[config.mk]
export PLATFORM = sky130hd
export DESIGN_NAME = alu_result_display
export DESIGN_NICKNAME = d
export VERILOG_FILES = /design/src/rtl/alu_disp_pkg.sv /design/src/rtl/alu_result_display_btn_debounce.sv /design/src/rtl/alu_result_display.sv
export SDC_FILE = /design/constraint.sdc
export NUM_CORES = 1
export LEC_CHECK = 0
export BUFFER_PORTS_ARGS = -buffer_cell sky130_fd_sc_hd__buf_4
export CORE_ASPECT_RATIO = 0.5
export CORE_MARGIN = 1.5
export CORE_UTILIZATION = 56
export DETAILED_ROUTE_END_ITERATION = 6
export PLACE_DENSITY = 0.79
export SETUP_SLACK_MARGIN = 0.05
export SYNTH_ARGS = -nofsm -noshare
export SYNTH_HDL_FRONTEND = slang
export SYNTH_SLANG_ARGS = --single-unit
[constraint.sdc]
create_clock -name clk -period 3.08 [get_ports clk]
set_input_delay 0.462 -clock clk [delete_from_list [all_inputs] [get_ports clk]]
set_output_delay 0.462 -clock clk [all_outputs]
set_load 0.02 [all_outputs]
[src/rtl/alu_disp_pkg.sv]
// Shared types, segment constants and the 7-segment digit table for alu_result_display.
package alu_disp_pkg;

  typedef enum logic [1:0] {IDLE, CONVERT, SHOW} state_e;

  localparam logic [7:0] SEG_BLANK = 8'hFF;
  localparam logic [7:0] SEG_MINUS = 8'hBF;

  // Active-low segments, bit0=a .. bit6=g, bit7=dp.
  function automatic logic [7:0] seg7_digit(input logic [3:0] d);
    logic [7:0] s;
    case (d)
      4'd0:    s = 8'hC0;
      4'd1:    s = 8'hF9;
      4'd2:    s = 8'hA4;
      4'd3:    s = 8'hB0;
      4'd4:    s = 8'h99;
      4'd5:    s = 8'h92;
      4'd6:    s = 8'h82;
      4'd7:    s = 8'hF8;
      4'd8:    s = 8'h80;
      4'd9:    s = 8'h90;
      default: s = SEG_BLANK;
    endcase
    return s;
  endfunction

endpackage

[src/rtl/alu_result_display_btn_debounce.sv]
// Button conditioner: 2-flop synchronizer, stability counter, one-cycle pulse on accepted press.
module btn_debounce #(
  parameter int DEBOUNCE_CYCLES = 16
) (
  input  logic clk,
  input  logic rst,
  input  logic btn_i,
  output logic rise_o
);

  localparam int CW = $clog2(DEBOUNCE_CYCLES + 1);

  logic          meta_q, sync_q, level_q;
  logic [CW-1:0] cnt_q;
  logic          done;

  // Counter only runs while the synced level disagrees with the accepted level,
  // so any bounce back to the accepted level restarts it.
  assign done   = (sync_q != level_q) && (cnt_q == CW'(DEBOUNCE_CYCLES - 1));
  assign rise_o = done && sync_q;

  always_ff @(posedge clk) begin
    if (rst) begin
      meta_q  <= 1'b0;
      sync_q  <= 1'b0;
      level_q <= 1'b0;
      cnt_q   <= '0;
    end else begin
      meta_q <= btn_i;
      sync_q <= meta_q;
      if (sync_q == level_q) begin
        cnt_q <= '0;
      end else if (done) begin
        level_q <= sync_q;
        cnt_q   <= '0;
      end else begin
        cnt_q <= cnt_q + CW'(1);
      end
    end
  end

endmodule

[src/rtl/alu_result_display.sv]
// Captures ALU result/flags on a debounced press, converts magnitude to BCD and drives 3 digits.
// Optional blinking on overflow when ALU_DISP_BLINK_EN is defined.
module alu_result_display
  import alu_disp_pkg::*;
#(
  parameter int W               = 5,
  parameter int DEBOUNCE_CYCLES = 16,
  parameter int BLINK_DIV       = 24
) (
  input  logic         clk,
  input  logic         rst,
  input  logic         btn_capture,
  input  logic         signed_mode,
  input  logic [W-1:0] alu_out,
  input  logic         alu_zero,
  input  logic         alu_overflow,
  input  logic         alu_carry,
  output logic [7:0]   seg_sign,
  output logic [7:0]   seg_tens,
  output logic [7:0]   seg_ones,
  output logic [2:0]   flag_led,
  output logic         busy,
  output logic         valid
);

  localparam int CW = $clog2(W + 1);

  state_e        state_q, state_d;
  logic          cap;
  logic [W-1:0]  sh_q, mag_in;
  logic [7:0]    bcd_q, bcd_d;
  logic [3:0]    tens_adj, ones_adj;
  logic [CW-1:0] bit_q;
  logic          neg_q, neg_in, last;
  logic [2:0]    flag_q, flag_led_q;
  logic [7:0]    sign_q, tens_q, ones_q;
  logic          valid_q, blank;

  btn_debounce #(.DEBOUNCE_CYCLES(DEBOUNCE_CYCLES)) u_db (
    .clk    (clk),
    .rst    (rst),
    .btn_i  (btn_capture),
    .rise_o (cap)
  );

  assign neg_in = signed_mode && alu_out[W-1];
  assign mag_in = neg_in ? (~alu_out + W'(1)) : alu_out;

  // One double-dabble step: add-3 on nibbles >=5, then shift in next magnitude bit.
  assign tens_adj = (bcd_q[7:4] >= 4'd5) ? bcd_q[7:4] + 4'd3 : bcd_q[7:4];
  assign ones_adj = (bcd_q[3:0] >= 4'd5) ? bcd_q[3:0] + 4'd3 : bcd_q[3:0];
  assign bcd_d    = {tens_adj[2:0], ones_adj, sh_q[W-1]};
  assign last     = (bit_q == CW'(W - 1));

  always_comb begin
    state_d = state_q;
    case (state_q)
      IDLE, SHOW: if (cap)  state_d = CONVERT;
      CONVERT:    if (last) state_d = SHOW;
      default:    state_d = IDLE;
    endcase
  end

  always_ff @(posedge clk) begin
    if (rst) begin
      state_q    <= IDLE;
      sh_q       <= '0;
      bcd_q      <= '0;
      bit_q      <= '0;
      neg_q      <= 1'b0;
      flag_q     <= '0;
      flag_led_q <= '0;
      sign_q     <= SEG_BLANK;
      tens_q     <= SEG_BLANK;
      ones_q     <= SEG_BLANK;
      valid_q    <= 1'b0;
    end else begin
      state_q <= state_d;
      if (state_q != CONVERT && cap) begin
        sh_q   <= mag_in;
        neg_q  <= neg_in;
        flag_q <= {alu_carry, alu_overflow, alu_zero};
        bcd_q  <= '0;
        bit_q  <= '0;
      end else if (state_q == CONVERT) begin
        sh_q  <= sh_q << 1;
        bcd_q <= bcd_d;
        bit_q <= bit_q + CW'(1);
        if (last) begin
          sign_q     <= neg_q ? SEG_MINUS : SEG_BLANK;
          tens_q     <= (bcd_d[7:4] == 4'd0) ? SEG_BLANK : seg7_digit(bcd_d[7:4]);
          ones_q     <= seg7_digit(bcd_d[3:0]);
          flag_led_q <= flag_q;
          valid_q    <= 1'b1;
        end
      end
    end
  end

`ifdef ALU_DISP_BLINK_EN
  logic [BLINK_DIV-1:0] blink_q;

  always_ff @(posedge clk) begin
    if (rst) blink_q <= '0;
    else     blink_q <= blink_q + BLINK_DIV'(1);
  end

  assign blank = (state_q == SHOW) && flag_led_q[1] && blink_q[BLINK_DIV-1];
`else
  // Steady display; the divider width has no effect in this build.
  assign blank = (BLINK_DIV < 0);
`endif

  assign seg_sign = blank ? SEG_BLANK : sign_q;
  assign seg_tens = blank ? SEG_BLANK : tens_q;
  assign seg_ones = blank ? SEG_BLANK : ones_q;
  assign flag_led = flag_led_q;
  assign busy     = (state_q == CONVERT);
  assign valid    = valid_q;

endmodule

==> Implementation_results.wiki <==
{| class="wikitable"
! Metric !! Value
|-
| Fraction of registers with async set or reset after synthesis || 0%
|-
| Vias per Instance || 5.65
|-
| Critical Path Sink Type || flip-flop
|-
| Via Count || around 2300
|-
| Number of pins with negative max-slew slack in the final report || 0
|-
| RePlAce Congestion || 0.806
|-
| Global Route Usage Sum || 22.3%
|-
| Cell occurring most often along the worst timing path || ha_1
|-
| Number of nets still failing antenna checks after routing || 0
|-
| Overflow left after global routing || 0
|-
| Launch instance of the worst min-delay path || btn_capture
|-
| Fill count || roughly 360
|-
| Most frequent cells in the layout || dfxtp_1 (49), nand2_1 (38), nor2_1 (37)
|-
| Pin count of the biggest net entering global routing || 35
|-
| Slowest stage delay, CP || 0.41 ns
|-
| Clock period minus final worst setup slack || ~2.6 ns
|-
| Count of state elements after synthesis || 49
|-
| Cell area after technology mapping || 0.00262 mm2
|-
| Reg2Reg Setup Slack || between 0.5 and 0.6 ns
|-
| Die area || 0.00511 mm2
|-
| Count of buffers added by post-CTS timing repair for setup || 0
|-
| Worst endpoint data arrival time || about 2.8 ns
|-
| Starting utilization of the core area || 58.8%
|-
| Die Width || 99.6 um
|-
| Type of origin of the critical path || flip-flop
|-
| Worst clock skew || 0.00703 ns
|-
| Path class of the lowest-slack min-delay path || input pin to flip-flop
|-
| Count of final setup violators || 0
|-
| Fin nets || 375
|-
| Skew-Pair Late Insertion Delay || a little over 0.3 ns
|-
| Clock tree from TritonCTS || built
|-
| RSZ-0062 raised after global routing || no
|-
| CTS Buf Count || 5
|-
| Hold violation total from the final report || 0
|-
| Total area of multi-input combinational cells || 0.00146 mm2
|-
| RR Startpoint || bcd_q[1]$_SDFFE_PP0P_
|-
| Final Cycle Share || 82.9%
|-
| Final routed wire length divided by cell count || 13.3 um
|-
| Ratio of cells with drive above 1 in the final layout || about 15%
|-
| Summed negative setup slack over all endpoints || 0 ns
|-
| Sequential cell area || 981 um2
|-
| Required time of the worst setup path || 3.28 ns
|-
| Most used flip-flop cell after synthesis || dfxtp_1
|-
| Quantity of hold-fixing buffers added after cts || 0
|-
| Slew at the pin with the worst max-slew slack || ~0.55 ns
|-
| Slowest cell on the critical path || a211oi_1
|-
| Crit path buffers/inverters || 1
|-
| First-pass iteration count of the detailed router || 4
|-
| Reg2reg path depth || 9
|-
| Final Hold Slack || 0.363 ns
|-
| Number of I/O port buffers || 31
|-
| Core area || around 0.0044 mm2
|-
| Post-synth EDFFs || 0
|-
| Count of maximum capacitance violations || 0
|-
| Starting DRC count in detailed routing || 92
|-
| Hold-critical path depth || 2
|-
| Worst-case hold path end point || u_db.meta_q$_SDFF_PP0_
|-
| Leakage dissipation || 0.00112 uW
|-
| Register area share after synthesis || between 30% and 40%
|-
| Distinct cell type count after synthesis || 55
|-
| Relative max-transition margin || between 60% and 70%
|-
| Count of pins on the block boundary || 41
|-
| Number of global-route vias before repair || 2047
|-
| Half-perimeter wire length after placement || between 3000 and 4000 um
|-
| Outcome || finished, final reports clean
|-
| Number of buffers on the longest clock path || 2
|-
| WS Path Type || flip-flop to flip-flop
|-
| R2R Path End || seg_ones[5]$_SDFFE_PP1P_
|-
| Total number of clock tree sinks || 49
|-
| Worst-case vdd ir drop || 0.237 mV
|-
| Wire length of the first global-routing pass || just under 9000 um
|-
| Synthesized netlist cell count || 321
|-
| Layout overhead on the synthesized area || 12.5%
|-
| Critical-path maximum fanout || 5
|-
| Post-Syn Area per Cell || 8.15 um2
|-
| Total number of yosys warnings || 0
|-
| CP delay by family, top || compound AO/OA/AOI/OAI gates
|-
| Initial antenna violation count || 0
|-
| Number of cell rows || 17
|-
| Gates resized, CTS repair || 0
|-
| P per Cell Area || 370 mW/mm2
|-
| Commonest non-fill, non-tap cell in the layout || dfxtp_1
|-
| WL final || 5390 um
|-
| Remaining DRCs || 0
|-
| Count of H-tree levels built during CTS || 2
|-
| Critical Path, Cell by Cell || inv_1 -> ha_1 -> nand2b_1 -> a211oi_1 -> nor2_1 -> ha_1 -> nor4_1 -> a311oi_1 -> a211o_1
|-
| Clock slew seen by the registers of the worst setup and hold paths || ~0.09 ns
|-
| Height of the die || 51.3 um
|-
| Antenna diode count || 0
|-
| Peak clock frequency supported by timing || 392 MHz
|-
| Root Buffer || clkbuf_8
|}
## worst register-to-register path, cell delays in order (launching register included)
cell,delay [ns]
dfxtp_1,0.40
inv_1,0.08
ha_1,0.19
nand2b_1,0.19
a211oi_1,0.41
nor2_1,0.19
ha_1,0.22
nor4_1,0.38
a311oi_1,0.10
a211o_1,0.29
## final cells by class
type	count	share of cell area [%]
multi-input combinational	237	49.5
sequential	49	33.3
timing repair buffer	36	9.18
clock buffer	6	2.81
tap	57	2.42
inverter	17	2.17
clock inverter	2	0.553
## routing by layer
metal / global-route usage [%] / part of all wire [%] / wire length (um)
met4: 7.75 / 1.1 / 61
met1: 28.2 / 46 / 2470
met5: 0 / 0 / 0
met2: 37.6 / 46 / 2500
met3: 5.75 / 6.7 / 363
## synth_stat cells, types with 4 or more instances
| cell type | number | area, um2 |
|---|---|---|
| o21ai_1 | 4 | 20.0 |
| nor2_1 | 37 | 139 |
| clkbuf_1 | 11 | 41.3 |
| a21oi_1 | 34 | 170 |
| buf_4 | 9 | 67.6 |
| inv_1 | 15 | 56.3 |
| ha_1 | 17 | 213 |
| a211oi_1 | 8 | 60.1 |
| xor2_1 | 4 | 35.0 |
| nand3_1 | 4 | 20.0 |
| o31ai_1 | 5 | 37.5 |
| nor3_1 | 7 | 35.0 |
| nand2_1 | 38 | 143 |
| dfxtp_1 | 49 | 981 |
| o21ai_0 | 15 | 75.1 |
| o221ai_1 | 5 | 43.8 |
| nand2b_1 | 4 | 25.0 |
## where the power goes
group          switching [uW]  total [uW]  internal [uW]  leakage, uW
sequential               1.08         636            635     0.000396
combinational            29.3        44.7           15.4     0.000680
clock                     225         410            185    0.0000478
## per-stage QoR
step,worst slack (ns),instance area (um2),util [%],power (uW),instances
2_1_floorplan,0.810,2650,-,686,329
3_3_place_gp,0.719,2840,64.0,694,396
3_5_place_dp,0.560,2840,64.0,695,396
4_1_cts,0.531,2940,66.2,1100,404
5_1_grt,0.343,2940,66.2,1130,404
6_report,0.528,2940,66.2,1090,404
## sequential cells by signal (all words and copies together), names as in the netlist, 2 cells and up
signal	count
flag_q	3
bcd_q	8
state_q	2
seg_ones	7
seg_tens	7
sh_q	5
flag_led	3
bit_q	3
u_db.cnt_q	5
## cell families after synthesis
family	count (synthesis)	share of synthesized area, %
and+or+nand+nor	111	20.0
AOI/OAI and AO/OA	90	22.3
DFF	49	37.5
buffers and inverters	43	7.89
adders and majority gates	17	8.13
xor gates and xnor gates	7	2.87
muxes	3	1.15
other	1	0.143
## worst max path at each step
stage | from | endpoint | slack (ns) | cells past startpoint
2_1_floorplan | bcd_q[5]$_SDFFE_PP0P_ | seg_tens[6]$_SDFFE_PP1P_ | 0.81 | 10
3_5_place_dp | bcd_q[1]$_SDFFE_PP0P_ | seg_ones[5]$_SDFFE_PP1P_ | 0.56 | 9
4_1_cts | bcd_q[1]$_SDFFE_PP0P_ | seg_ones[5]$_SDFFE_PP1P_ | 0.53 | 9
3_3_place_gp | bcd_q[5]$_SDFFE_PP0P_ | seg_tens[6]$_SDFFE_PP1P_ | 0.72 | 10
6_report | bcd_q[1]$_SDFFE_PP0P_ | seg_ones[5]$_SDFFE_PP1P_ | 0.53 | 9
5_1_grt | bcd_q[1]$_SDFFE_PP0P_ | seg_ones[5]$_SDFFE_PP1P_ | 0.34 | 9
(Power assumes the default switching activity.)
